<file path="src/rtl/seq_mul_if.sv">
// Request/response bundle for the sequential multiplier: operand handshake in,
// product handshake out.
interface seq_mul_if #(
    parameter int N = 16
);
    logic           in_valid;
    logic           in_ready;
    logic           in_signed;
    logic [N-1:0]   input1;
    logic [N-1:0]   input2;
    logic           out_valid;
    logic           out_ready;
    logic [2*N-1:0] mul_o;

    modport master (
        output in_valid, in_signed, input1, input2, out_ready,
        input  in_ready, out_valid, mul_o
    );

    modport slave (
        input  in_valid, in_signed, input1, input2, out_ready,
        output in_ready, out_valid, mul_o
    );
endinterface

</file>
<file path="src/rtl/seq_mul.sv">
// Shift-add multiplier, one multiplier bit per cycle, signed via magnitude + sign fix.
// Define SEQ_MUL_EARLY_TERM_EN to finish as soon as the remaining multiplier bits are zero.
module seq_mul #(
    parameter int N = 16
) (
    input  logic     clk,
    input  logic     rst,
    seq_mul_if.slave bus,
    output logic     busy
);
    localparam int CNT_W = $clog2(N + 1);

    typedef enum logic [1:0] {
        IDLE = 2'd0,
        BUSY = 2'd1,
        DONE = 2'd2
    } state_t;

    state_t           state_q, state_d;
    logic [2*N-1:0]   mcand_q, mcand_d;
    logic [N-1:0]     mplier_q, mplier_d;
    logic [2*N-1:0]   acc_q, acc_d;
    logic             neg_q, neg_d;
    logic [CNT_W-1:0] cnt_q, cnt_d;
    logic [2*N-1:0]   mul_q, mul_d;

    logic [N-1:0]     mag1, mag2;
    logic [2*N-1:0]   acc_sum;
    logic [CNT_W-1:0] cnt_inc;
    logic             last;

    always_ff @(posedge clk) begin
        if (rst) begin
            state_q  <= IDLE;
            mcand_q  <= '0;
            mplier_q <= '0;
            acc_q    <= '0;
            neg_q    <= 1'b0;
            cnt_q    <= '0;
            mul_q    <= '0;
        end else begin
            state_q  <= state_d;
            mcand_q  <= mcand_d;
            mplier_q <= mplier_d;
            acc_q    <= acc_d;
            neg_q    <= neg_d;
            cnt_q    <= cnt_d;
            mul_q    <= mul_d;
        end
    end

    always_comb begin
        state_d  = state_q;
        mcand_d  = mcand_q;
        mplier_d = mplier_q;
        acc_d    = acc_q;
        neg_d    = neg_q;
        cnt_d    = cnt_q;
        mul_d    = mul_q;

        // An N-bit unsigned magnitude holds 2^(N-1) for the most negative operand.
        mag1 = (bus.in_signed && bus.input1[N-1]) ? (~bus.input1 + 1'b1) : bus.input1;
        mag2 = (bus.in_signed && bus.input2[N-1]) ? (~bus.input2 + 1'b1) : bus.input2;

        acc_sum = acc_q + (mplier_q[0] ? mcand_q : '0);
        cnt_inc = cnt_q + CNT_W'(1);
        last    = (cnt_inc == CNT_W'(N));
`ifdef SEQ_MUL_EARLY_TERM_EN
        last    = last || (mplier_q[N-1:1] == '0);
`endif

        case (state_q)
            IDLE: begin
                if (bus.in_valid) begin
                    mcand_d  = {{N{1'b0}}, mag1};
                    mplier_d = mag2;
                    neg_d    = bus.in_signed & (bus.input1[N-1] ^ bus.input2[N-1]);
                    cnt_d    = '0;
                    acc_d    = '0;
                    state_d  = BUSY;
                end
            end
            BUSY: begin
                acc_d    = acc_sum;
                mcand_d  = mcand_q << 1;
                mplier_d = mplier_q >> 1;
                cnt_d    = cnt_inc;
                if (last) begin
                    mul_d   = neg_q ? -acc_sum : acc_sum;
                    state_d = DONE;
                end
            end
            DONE: begin
                if (bus.out_ready) begin
                    state_d = IDLE;
                end
            end
            default: state_d = IDLE;
        endcase
    end

    assign bus.in_ready  = (state_q == IDLE);
    assign bus.out_valid = (state_q == DONE);
    assign bus.mul_o     = mul_q;
    assign busy          = (state_q == BUSY);
endmodule
</file>
<file path="src/flat_wrapper.sv">
// flat-port wrapper written by rule: the top's interface ports become plain ports
module seq_mul_flat 
#(
    parameter int N = 16
)
  (clk, rst, busy, bus_in_valid, bus_in_signed, bus_input1, bus_input2, bus_out_ready, bus_in_ready, bus_out_valid, bus_mul_o);
  seq_mul_if #(.N(N)) bus_i ();
  input  logic clk;
  input  logic rst;
  output logic busy;
  input wire logic [$bits(bus_i.in_valid)-1:0] bus_in_valid;
  input wire logic [$bits(bus_i.in_signed)-1:0] bus_in_signed;
  input wire logic [$bits(bus_i.input1)-1:0] bus_input1;
  input wire logic [$bits(bus_i.input2)-1:0] bus_input2;
  input wire logic [$bits(bus_i.out_ready)-1:0] bus_out_ready;
  output wire logic [$bits(bus_i.in_ready)-1:0] bus_in_ready;
  output wire logic [$bits(bus_i.out_valid)-1:0] bus_out_valid;
  output wire logic [$bits(bus_i.mul_o)-1:0] bus_mul_o;
  assign bus_i.in_valid = bus_in_valid;
  assign bus_i.in_signed = bus_in_signed;
  assign bus_i.input1 = bus_input1;
  assign bus_i.input2 = bus_input2;
  assign bus_i.out_ready = bus_out_ready;
  assign bus_in_ready = bus_i.in_ready;
  assign bus_out_valid = bus_i.out_valid;
  assign bus_mul_o = bus_i.mul_o;
  seq_mul #(.N(N)) u_core (.clk(clk), .rst(rst), .bus(bus_i), .busy(busy));
endmodule
</file>
<file path="config.mk">
export PLATFORM = sky130hd
export DESIGN_NAME = seq_mul_flat
export DESIGN_NICKNAME = d
export VERILOG_FILES = /design/src/rtl/seq_mul_if.sv /design/src/rtl/seq_mul.sv /design/src/flat_wrapper.sv
export SDC_FILE = /design/constraint.sdc
export NUM_CORES = 1
export LEC_CHECK = 0
export BUFFER_PORTS_ARGS = -buffer_cell sky130_fd_sc_hd__buf_2
export CORE_UTILIZATION = 36
export CTS_CLUSTER_SIZE = 20
export DETAILED_ROUTE_END_ITERATION = 10
export GPL_TIMING_DRIVEN = 0
export PLACE_DENSITY_LB_ADDON = 0.3
export SLEW_MARGIN = 20
export SYNTH_ARGS = -nofsm -noshare
export SYNTH_HDL_FRONTEND = slang
export SYNTH_SLANG_ARGS = --single-unit
</file>
<file path="constraint.sdc">
create_clock -name clk -period 4.6 [get_ports clk]
set_clock_uncertainty 0.15 [all_clocks]
set_input_delay 0.69 -clock clk [delete_from_list [all_inputs] [get_ports clk]]
set_output_delay 0.69 -clock clk [all_outputs]
set_load 0.1 [all_outputs]
</file>
---- Word-level counts from Yosys, hierarchy flattened ----
Index checks and enable logic that the tools add are counted.
Widths: inputs -> output; s select.
operators by class
  muxes and demuxes ....................... 16
  bitwise gates (word level) .............. 4
  add/sub/neg operators ................... 5
  reductions and logical operators ........ 8
  eq/ne operators ......................... 6
operators with widths
  cell                   count
  $mux 32                4
  $pmux 32 s2            2
  $mux 16                3
  $add 16x1->16 const B  2
  $add 32x32->32         1
  $neg 32->32            1
  $not 16->16            2
  $pmux 16 s2            1
  $pmux 5 s2             1
  $mux 2                 3
  $pmux 2 s3             1
  $reduce_and 2->1       3
  $add 5x1->5 const B    1
  $eq 5x5->1 const B     1
  $mux 5                 1
  $ne 2x2->1 const B     2
  $reduce_and 3->1       1
  $eq 2x1->1 const B     1
  $eq 2x2->1 const B     1
  $logic_and 1x1->1      2
  $logic_not 2->1        1
  $ne 2x1->1 const B     1
  $reduce_bool 2->1      1
  $and 1x1->1            1
  $xor 1x1->1            1
word-level totals
  register bits ........................... 120
  input bits .............................. 37
  word-level logic and storage cells ...... 46
  output and inout bits ................... 35

---- Depth between registers and ports, before layout ----
Gate-level depths: netlist of the first run.
  depth after elaboration ................. 5
  mapped depth ............................ 15
  mapped depth without buffers ............ 13

---- Worst setup path after synthesis of the first run ----
No wires, ideal clock.
  kind .................................... reg-to-reg
  start point ............................. reg u_core.mplier_q[0]
  end point ............................... reg u_core.mul_q[27] (netlist: u_core.bus.mul_o[27])
  arrival time ............................ 3753 ps
  stages on the path, launching flop included .. 15
  clock period less this slack ............ 3982 ps
  buffers on the path ..................... 1
  setup slack ............................. 618 ps
  required time ........................... 4370 ps
  library setup time ...................... 80 ps
  cell sequence ........................... dfxtp_1 clkbuf_1 and2_1 ha_1 fa_1 a211oi_2 o211ai_2 a2111oi_1 nor4b_1 a2111oi_4 nand4_1 nor4_2 a31oi_1 xor2_1 a211oi_2
between the ends
  cells in the longest elaborated chain, start to end .. 4
ends and longest elaborated chain
  element                 RTL line       text
  from (decl)             seq_mul.sv:21  logic [N-1:0] mplier_q, mplier_d;
  from (signal assigned)  seq_mul.sv:44  mplier_q <= mplier_d;
  $mux 32 *               seq_mul.sv:65  acc_sum = acc_q + (mplier_q[0] ? mcand_q : '0);
  $add 32x32->32 *        seq_mul.sv:65
  $neg 32->32             seq_mul.sv:89  mul_d = neg_q ? -acc_sum : acc_sum;
  $mux 32 *               seq_mul.sv:89
  to (signal assigned)    seq_mul.sv:48  mul_q <= mul_d;
  to (decl)               seq_mul.sv:25  logic [2*N-1:0] mul_q, mul_d;
Every way passes the cells marked *; elsewhere a longest branch is shown, timed or not.
A chain may end at the register's enable or synchronous reset.

---- Worst setup path after layout of the first run ----
  start point ............................. reg u_core.mplier_q[0]
  end point ............................... reg u_core.mul_q[28] (netlist: u_core.bus.mul_o[28])
Same word-level chain as after synthesis.

==> metrics.cfg, run 1 <==
[cts]
cts_root_buffer=clkbuf_16
htree_levels=4
cts.sinks=120
clk_pin_slew_ns=0.06
cts_hold_buf=0
clock_latency_ns=0.44
cts_tree=built
cts_max_path_buffers=2
cts_buffers=17

[critical_path]
cp.required_ns=4.73
crit_end=u_core.bus.mul_o[28]
reg2reg_depth=14
crit_start=u_core.mplier_q[0]
start_kind=flip-flop
worst_ep_arrival_time_ns=4.50
reg2reg_slack_ns=0.23
reg2reg_from=u_core.mplier_q[0]
crit_fanout=10
timing.rr.end=u_core.bus.mul_o[28]
endpoint_kind=flip-flop
setup.worst_path.class=reg -> reg

[route]
wl_met2_um=10800
drc_errors=0
wl_met3_um=1240
wirelength_um=23900
via_per_inst=5.51
ant_nets=0
dr.pass1.iters=5
routed.top_layer=met4
first_iter_violations=741
vias=7816
m1WireLength_um=11600
wl_per_cell_um=16.9

[synthesis]
synth_edf_count=0
synthMuxAreaShare=0.00377
synthFlopType=dfxtp_1
synth_seq_area_share=0.302
synthTopCellsByArea=dfxtp_1 (30%), a21oi_1 (7.0%), ha_1 (5.5%), nand2_1 (5.3%), nor2_1 (4.7%)
netlist_area_um2=7960
synth_top_area_share=0.302
synth_top_family_by_area=compound AO/OA/AOI/OAI gates
synth.distinct_cells=79
syn_area_per_cell_um2=7.71
synth_xor_area_frac=0.0770
ys_warn_count=0
syn_inst=1032
synth-simple-area-share=0.234
syn-num-nets=1105
async_flop_share=0
synth_top_area_cell=dfxtp_1
synth_adder_area_share=0.0575
synth_compound_area_frac=0.285
ys_seq_elements=120

[finish]
layout_common_cells=dfxtp_1 (120), a21oi_1 (112), nand2_1 (112), nor2_1 (100), buf_2 (73)
final_common_cell=dfxtp_1
stdcell_area_um2=9380
nFillCells=2211
area_delta_synth_final_pct=17.8
diodes=0
final_nets=1198
drive_gt1_frac=0.137

[floorplanning]
initial_core_util=0.366
die_x_um=151
ios=72
die_h_um=151
row_count=54
coreArea_um2=21800
die_area_um2=22700

[timing]
final.min_clock_period_ns=4.37
drv_slew=0
tightest_slew_ns=1.13
holdWs_ns=0.301
fmax_ghz=0.229
max-slew-margin-rel=0.244
rsz0062_at_grt=false
setup_slack_ns=0.230
period_share=0.950
setup_violations=0
hold_violations=0

[global_routing]
grt_max_degree=17
antenna_found_initial=0
overflow=0
grt_use_total=0.215
grt_pass1_vias=7133
grt_pass1_wl_um=37500

[job]
maxCapViolations=0

[place]
io_buffers=71
post_dp_cell_area_um2=8670
hpwl_um=18200
pre_cts_ws_ns=-0.105
gp_congestion=0.935

[min_path]
hold_path.class=reg -> reg
min_path_cells=2

[power_and_ir_drop]
p_leak_nw=3.51
power.density_nw_per_um2=293
vdd_drop_max_mv=0.188

[outcome]
outcome=complete, no violations

power breakdown:
group | switching (mW) | total [mW] | internal (mW)
combinational | 0.229 | 0.340 | 0.111
clock | 0.558 | 1.33 | 0.768
sequential | 0.0179 | 1.08 | 1.07
worst max-delay path, stage by stage, from the launching register on:
cell and delay [ns]:
dfxtp_1 0.37, clkbuf_2 0.20, and2_1 0.18, ha_1 0.23, fa_2 0.41, a211oi_4 0.31, o211ai_2 0.23, a21oi_1 0.33
a22oi_2 0.22, xnor2_2 0.34, o211ai_4 0.16, or4_4 0.62, o31ai_4 0.20, xnor2_1 0.16, a211oi_2 0.09
area by class of cell:
| cell class | count | area [µm²] | share of cell area |
|---|---|---|---|
| multi-input cells | 828 | 5340 | 0.570 |
| flip-flops and latches | 120 | 2400 | 0.256 |
| clock buffers | 18 | 439 | 0.0468 |
| repair buffers | 74 | 378 | 0.0403 |
| well taps | 280 | 350 | 0.0374 |
| plain buffers | 69 | 272 | 0.0290 |
| clock inverters | 14 | 138 | 0.0147 |
| inverters | 15 | 56.3 | 0.00600 |
sequential cells by signal, indices dropped and copies added (netlist names):
| signal | count |
|---|---|
| u_core.acc_q | 32 |
| u_core.bus.mul_o | 32 |
| u_core.mcand_q | 32 |
| u_core.mplier_q | 16 |
| u_core.cnt_q | 5 |
| u_core.state_q | 2 |
| u_core.neg_q | 1 |
Yosys cell counts, types with 3 or more instances:
library cell and instances:
a2111oi_0 4, a211oi_1 29, a211oi_2 3, a21o_1 11, a21oi_1 112, a21oi_2 4
a221oi_1 4, a22oi_1 44, a31oi_1 14, and2_1 44, and3_1 11, and4_1 4
buf_1 9, clkbuf_1 56, dfxtp_1 120, ha_1 35, inv_1 14, mux2i_1 3
nand2_1 112, nand2b_1 6, nand3_1 45, nand3b_1 4, nand4_1 11, nor2_1 100
nor2b_1 6, nor3_1 16, nor4_1 3, o211ai_1 5, o21a_1 4, o21ai_0 46
o31ai_1 14, or2_2 5, or3_1 5, xnor2_1 41, xor2_1 29
cells by family (layout without fill, tap and decap cells):
logic type | count (synthesis) | count (layout)
DFF | 120 | 120
muxes | 3 | 3
xor gates and xnor gates | 70 | 70
adders and majority gates | 36 | 36
and+or+nand+nor | 385 | 385
buffers and inverters | 84 | 190
AOI/OAI and AO/OA | 334 | 334
per-layer routing:
metal,up-vias,GRT usage
met5,-,0
li1,3932,-
met1,3628,0.282
met2,232,0.350
met3,24,0.0488
met4,0,0.0625
worst min path at each step:
stage | from | end | slack (ns)
detailed placement | u_core.bus.mul_o[18] | u_core.bus.mul_o[18] | 0.29
global route | u_core.bus.mul_o[18] | u_core.bus.mul_o[18] | 0.32
finish | u_core.bus.mul_o[2] | u_core.bus.mul_o[2] | 0.30
floorplan | u_core.mplier_q[3] | u_core.mplier_q[2] | 0.28
global placement | u_core.bus.mul_o[18] | u_core.bus.mul_o[18] | 0.29
CTS | u_core.bus.mul_o[18] | u_core.bus.mul_o[18] | 0.30
repair_timing:
| item | CTS | global route |
|---|---|---|
| buffers inserted | 1 | 2 |
| pin swaps | 2 | 5 |
| endpoints found under the setup margin | 6 | 10 |
| resized for setup | 2 | 17 |
stage by stage:
step / utilization / power (mW) / instances / TNS [ns]
3_5_place_dp: 0.399 / 1.43 / 1383 / -0.223
2_1_floorplan: - / 1.32 / 1032 / 0
5_1_grt: 0.431 / 2.84 / 1418 / 0
3_3_place_gp: 0.398 / 1.43 / 1383 / -0.193
6_report: 0.431 / 2.75 / 1418 / 0
4_1_cts: 0.426 / 2.75 / 1416 / 0
Power figures use the tool's default switching activity.
==> run 2: changes to the inputs <==
--- a/config.mk
+++ b/config.mk
@@ -5,8 +5,9 @@
 export SDC_FILE = /design/constraint.sdc
 export NUM_CORES = 1
 export LEC_CHECK = 0
+export ABC_AREA = 1
 export BUFFER_PORTS_ARGS = -buffer_cell sky130_fd_sc_hd__buf_2
-export CORE_UTILIZATION = 36
+export CORE_UTILIZATION = 55
 export CTS_CLUSTER_SIZE = 20
 export DETAILED_ROUTE_END_ITERATION = 10
 export GPL_TIMING_DRIVEN = 0
==> metrics.cfg, run 2 <==
[route]
dr.pass1.iters=6  ; +1
wirelength_um=27000  ; +13%
first_iter_violations=788  ; +6.3%
wl_per_cell_um=15.1  ; -11%
ant_nets=0  ; unchanged
drc_errors=0  ; unchanged
vias=9555  ; +22%
via_per_inst=5.34  ; -3.1%

[cts]
cts_max_path_buffers=2  ; unchanged
cts_hold_buf=0  ; unchanged
cts_root_buffer=clkbuf_16
htree_levels=4  ; unchanged
clk_pin_slew_ns=0.06  ; about the same
cts_resized=0  ; -2
clock_latency_ns=0.43  ; about the same
cts.sinks=120  ; unchanged
cts_tree=built
post_cts_buffers=0  ; -1
cts_buffers=17  ; unchanged

[synthesis]
synth.distinct_cells=36  ; -54%
synthTopCellsByArea=dfxtp_1 (28%), nand2_1 (23%), inv_1 (9.5%), nand3_1 (5.6%), a21oi_1 (5.5%)
syn_inst=1476  ; +43%
ys_seq_elements=120  ; unchanged
netlist_area_um2=8670  ; +9.0%
ys_warn_count=0  ; unchanged
synth_common_cells=nand2_1 (532), inv_1 (219), dfxtp_1 (120)
async_flop_share=0  ; unchanged
synthFlopType=dfxtp_1
syn-num-nets=1549  ; +40%
synth_edf_count=0  ; unchanged
synth_top_area_share=0.277  ; -0.0249
synth_top_area_cell=dfxtp_1
yosysMostFrequentCell=nand2_1
syn_area_per_cell_um2=5.88  ; -24%
synth_seq_area_share=0.277  ; -0.0249

[min_path]
hold_path.class=reg -> reg
min_path_cells=2  ; unchanged
min_to=u_core.mcand_q[31]
worstHoldStart=u_core.mcand_q[31]

[global_routing]
grt_max_degree=17  ; unchanged
grt_pass1_wl_um=43500  ; +16%
grt_use_total=0.344  ; +0.129
antenna_found_initial=0  ; unchanged
overflow=0  ; unchanged
grt_pass1_vias=8864  ; +24%

[power_and_ir_drop]
switching_power_mw=0.778  ; -3.4%
internal_power_mw=1.98  ; +1.8%
seqPwrFrac=0.394  ; about the same
power.density_nw_per_um2=279  ; -4.7%
p_comb_frac=0.127  ; +0.003
total_power_mw=2.76  ; +0.23%
pwr-share-clk=0.479  ; -0.003
switching_share=0.282  ; -0.0107
p_leak_nw=5.20  ; +48%
vdd_drop_max_mv=0.315  ; +68%

[floorplanning]
initial_core_util=0.566  ; +0.201
row_count=45  ; -17%
coreArea_um2=15300  ; -30%
die_x_um=128  ; -15%
die_area_um2=16300  ; -28%
ios=72  ; unchanged
die_h_um=128  ; -15%

[finish]
final_common_cell=nand2_1
area_delta_synth_final_pct=13.7
nFillCells=1500  ; -32%
multiInputGateArea_um2=5230  ; -2.1%
drive_gt1_frac=0.101  ; -0.0363
diodes=0  ; unchanged
layout.area.seq_um2=2400  ; unchanged
layout_common_cells=nand2_1 (532), inv_1 (219), dfxtp_1 (120), nor2_1 (110), nand3_1 (97)
final_nets=1638  ; +37%

[timing]
period_share=0.869  ; -0.0810
fin_setup_tns_ns=0  ; unchanged
holdWs_ns=0.314  ; +0.0122 ns
rsz0062_at_grt=false
hold_violations=0  ; unchanged
tightest_slew_ns=0.757  ; -0.370 ns
drv_slew=0  ; unchanged
fmax_ghz=0.250  ; +9.3%
setup_violations=0  ; unchanged
max-slew-margin-rel=0.495  ; +0.251
final.min_clock_period_ns=4.00  ; -0.373 ns

[outcome]
outcome=complete, no violations

[critical_path]
start_kind=flip-flop
setup.worst_path.class=reg -> reg
crit_fanout=10  ; unchanged
endpoint_kind=flip-flop
worst_ep_arrival_time_ns=4.18  ; -0.32 ns
reg2reg_slack_ns=0.60  ; +0.37 ns
reg2reg_from=u_core.mplier_q[0]
crit_start=u_core.mplier_q[0]
cp.required_ns=4.78  ; +0.05 ns
timing.rr.end=u_core.bus.mul_o[25]
reg2reg_depth=22  ; +8

[place]
hpwl_um=21100  ; +16%
gp_congestion=0.989  ; +5.7%
io_buffers=70  ; -1.4%

[job]
maxCapViolations=0  ; unchanged

## run 2: layer usage
layer	track usage	routed length, µm	vias to the layer above
li1	-	-	4816
met1	0.423	11400	4284
met2	0.569	12500	368
met3	0.0586	1710	87
met4	0.198	1400	0
met5	0	0	-
## run 2: critical path: stages, from the launching register on
cell      delay [ns]
dfxtp_1         0.31
clkbuf_1        0.30
clkbuf_1        0.41
nand2_1         0.10
inv_1           0.07
ha_1            0.28
fa_1            0.51
inv_1           0.10
nand2_1         0.06
nor2_2          0.15
nand3_1         0.11
nor2_2          0.17
nand3_2         0.13
nor2_1          0.14
nand3_2         0.14
nor2_4          0.19
nand2_1         0.09
nor2_1          0.17
nor2_1          0.06
nand2_1         0.06
nand3_1         0.08
nand2_1         0.07
inv_1           0.03
## run 2: worst max-delay path by stage
stage	endpoint	slack, ns	cells past startpoint
4_1_cts	u_core.bus.mul_o[25]	0.66	22
3_3_place_gp	u_core.bus.mul_o[25]	0.70	22
6_report	u_core.bus.mul_o[25]	0.60	22
5_1_grt	u_core.bus.mul_o[25]	0.30	22
3_5_place_dp	u_core.bus.mul_o[25]	0.67	22
2_1_floorplan	u_core.cnt_q[0]	1.36	8
## run 2: cells by family (layout without fill, tap and decap cells)
kind of cell | count (synthesis) | after routing | synth area share
AND/OR/NAND/NOR | 831 | 831 | 0.406
XOR/XNOR | 25 | 25 | 0.0270
AO/OA/AOI/OAI | 188 | 188 | 0.118
buffers and inverters | 276 | 378 | 0.120
adder cells (fa/ha/maj) | 36 | 36 | 0.0528
flip-flops | 120 | 120 | 0.277
## run 2: through the flow
stage | setup slack, ns | cells | area, µm² | util
after detailed placement | 0.669 | 1757 | 9290 | 0.606
after CTS | 0.658 | 1789 | 9860 | 0.644
after floorplan | 1.36 | 1476 | 8670 | -
after global placement | 0.702 | 1757 | 9290 | 0.606
final | 0.603 | 1789 | 9860 | 0.644
after global routing | 0.304 | 1789 | 9860 | 0.644
## run 2: power by group through the flow
| stage | registers, mW | clock network (mW) | logic (mW) |
|---|---|---|---|
| 3_5_place_dp | 1.11 | 0 | 0.342 |
| 4_1_cts | 1.09 | 1.32 | 0.344 |
| 5_1_grt | 1.09 | 1.37 | 0.386 |
| 2_1_floorplan | 1.10 | 0 | 0.235 |
| 6_report | 1.09 | 1.32 | 0.350 |
| 3_3_place_gp | 1.11 | 0 | 0.337 |
## run 2: cell type report
cell class,count,share of cell area
multi-input combinational,1080,0.530
sequential,120,0.244
timing repair buffer,70,0.0355
inverter,225,0.0856
buffer,51,0.0199
clock inverter,10,0.0123
clock buffer,22,0.0460
tap,211,0.0268
==> run 3: changes to the inputs <==
--- a/config.mk
+++ b/config.mk
@@ -7,6 +7,8 @@
 export LEC_CHECK = 0
 export ABC_AREA = 1
 export BUFFER_PORTS_ARGS = -buffer_cell sky130_fd_sc_hd__buf_2
+export CAP_MARGIN = 40
+export CORE_ASPECT_RATIO = 0.75
 export CORE_UTILIZATION = 55
 export CTS_CLUSTER_SIZE = 20
 export DETAILED_ROUTE_END_ITERATION = 10
==> metrics.cfg, run 3 (synthesized netlist as in run 2, its figures left out) <==
[timing]
fin_setup_tns_ns=0  ; unchanged
period_share=0.902  ; +0.0331
final.min_clock_period_ns=4.15  ; +0.152 ns
max-slew-margin-rel=0.396  ; -0.0989
hold_violations=0  ; unchanged
setup_violations=0  ; unchanged
drv_slew=0  ; unchanged
tightest_slew_ns=0.906  ; +0.148 ns
rsz0062_at_grt=false
fmax_ghz=0.241  ; -3.7%

[floorplanning]
row_count=39  ; -13%
die_x_um=147  ; +15%
die_h_um=111  ; -13%
ios=72  ; unchanged
initial_core_util=0.566  ; about the same
coreArea_um2=15300  ; about the same
die_area_um2=16300  ; about the same

[power_and_ir_drop]
power.density_nw_per_um2=284  ; +1.6%
vdd_drop_max_mv=0.236  ; -25%
p_leak_nw=5.22  ; +0.42%

[finish]
final_common_cell=nand2_1
drive_gt1_frac=0.103  ; +0.00197
final_nets=1638  ; unchanged
diodes=0  ; unchanged
layout_common_cells=nand2_1 (532), inv_1 (219), dfxtp_1 (120), nor2_1 (110), nand3_1 (97)
utilization=0.644  ; about the same
area_delta_synth_final_pct=13.7  ; about the same

[critical_path]
cp.required_ns=4.77  ; about the same
endpoint_kind=flip-flop
setup.worst_path.class=reg -> reg
crit_fanout=10  ; unchanged
worst_ep_arrival_time_ns=4.32  ; +0.14 ns
start_kind=flip-flop

[global_routing]
grt_pass1_wl_um=45800  ; +5.2%
antenna_found_initial=0  ; unchanged
grt_use_total=0.364  ; +0.0200
grt_pass1_vias=8884  ; +0.23%
grt_max_degree=17  ; unchanged
overflow=0  ; unchanged

[route]
via_per_inst=5.57  ; +4.2%
vias=9917  ; +3.8%
wl_per_cell_um=16.3  ; +7.9%
wirelength_um=29000  ; +7.5%
dr.pass1.iters=7  ; +1
first_iter_violations=1282  ; +63%
drc_errors=0  ; unchanged
ant_nets=0  ; unchanged

[job]
maxCapViolations=0  ; unchanged

[outcome]
outcome=complete, no violations

[cts]
cts_hold_buf=0  ; unchanged
cts_tree=built
cts.sinks=120  ; unchanged
clk_pin_slew_ns=0.06  ; about the same
clock_latency_ns=0.42  ; about the same
cts_buffers=17  ; unchanged
post_cts_buffers=0  ; unchanged
cts_resized=0  ; unchanged
htree_levels=4  ; unchanged
cts_root_buffer=clkbuf_16
cts_max_path_buffers=2  ; unchanged

[place]
gp_congestion=0.998  ; +0.86%
hpwl_um=22300  ; +5.4%
io_buffers=70  ; unchanged

[min_path]
hold_path.class=reg -> reg

==> run 3: cell types whose count changed in the layout (fill, tap and decap cells not counted), sizes merged <==
| cell | previous run | this run |
|---|---|---|
| clkinv | 4 | 7 |
| inv | 225 | 228 |
| clkbuf | 64 | 60 |
| clkinvlp | 4 | 1 |
==> run 3: layout make-up <==
| cell class | count | area [µm²] |
|---|---|---|
| Clock inverter | 13 | 146 |
| Buffer | 51 | 196 |
| Sequential cell | 120 | 2400 |
| Clock buffer | 18 | 439 |
| Inverter | 225 | 845 |
| Multi-Input combinational cell | 1080 | 5230 |
| Tap cell | 205 | 256 |
| Timing Repair Buffer | 70 | 350 |
| Fill cell | 1448 | 5460 |
==> run 3: critical path, cell delays in order, from the launching register on <==
cell and delay, ns:
dfxtp_1 0.32, clkbuf_1 0.38, clkbuf_1 0.40, nand2_1 0.10, inv_1 0.07, ha_1 0.29
fa_1 0.54, inv_1 0.11, nand2_1 0.06, nor2_2 0.16, nand3_1 0.11, nor2_2 0.16
nand3_2 0.14, nor2_1 0.14, nand3_2 0.12, nor2_4 0.21, nand3_2 0.15, nand2_2 0.14
nand2_1 0.07, nand2_1 0.06, nand3_1 0.07, nand2_1 0.08, inv_1 0.04
==> run 3: report_power, final <==
group / total [mW] / leakage (nW) / switching, mW / internal [mW]
registers: 1.09 / 0.972 / 0.0193 / 1.07
clock network: 1.35 / 0.289 / 0.537 / 0.817
logic: 0.360 / 3.96 / 0.261 / 0.0993
==> run 3: stage by stage <==
stage / worst slack, ns / instances / instance area (µm²) / power (mW) / hold WS, ns
6_report: 0.451 / 1782 / 9870 / 2.80 / 0.316
5_1_grt: 0.172 / 1782 / 9870 / 2.87 / 0.331
4_1_cts: 0.595 / 1782 / 9870 / 2.78 / 0.315
3_5_place_dp: 0.707 / 1751 / 9280 / 1.45 / 0.307
3_3_place_gp: 0.722 / 1751 / 9280 / 1.45 / 0.302
2_1_floorplan: 1.36 / 1476 / 8670 / 1.34 / 0.291
==> run 3: path summary, 6_finish.rpt <==
check | from | to | slack [ns] | depth (start not counted)
worst min-delay path | u_core.mcand_q[31] | u_core.mcand_q[31] | 0.32 | 2
worst max register to register | u_core.mplier_q[0] | u_core.bus.mul_o[27] | 0.45 | 22
worst max-delay path | u_core.mplier_q[0] | u_core.bus.mul_o[27] | 0.45 | 22
worst min register to register | u_core.mcand_q[31] | u_core.mcand_q[31] | 0.32 | 2
==> run 3: routing by layer <==
metal	track usage	part of all wire	routed length (µm)
met1	0.545	0.45	13200
met3	0.0749	0.12	3620
met2	0.518	0.40	11500
met5	0	0	0
met4	0.105	0.024	686
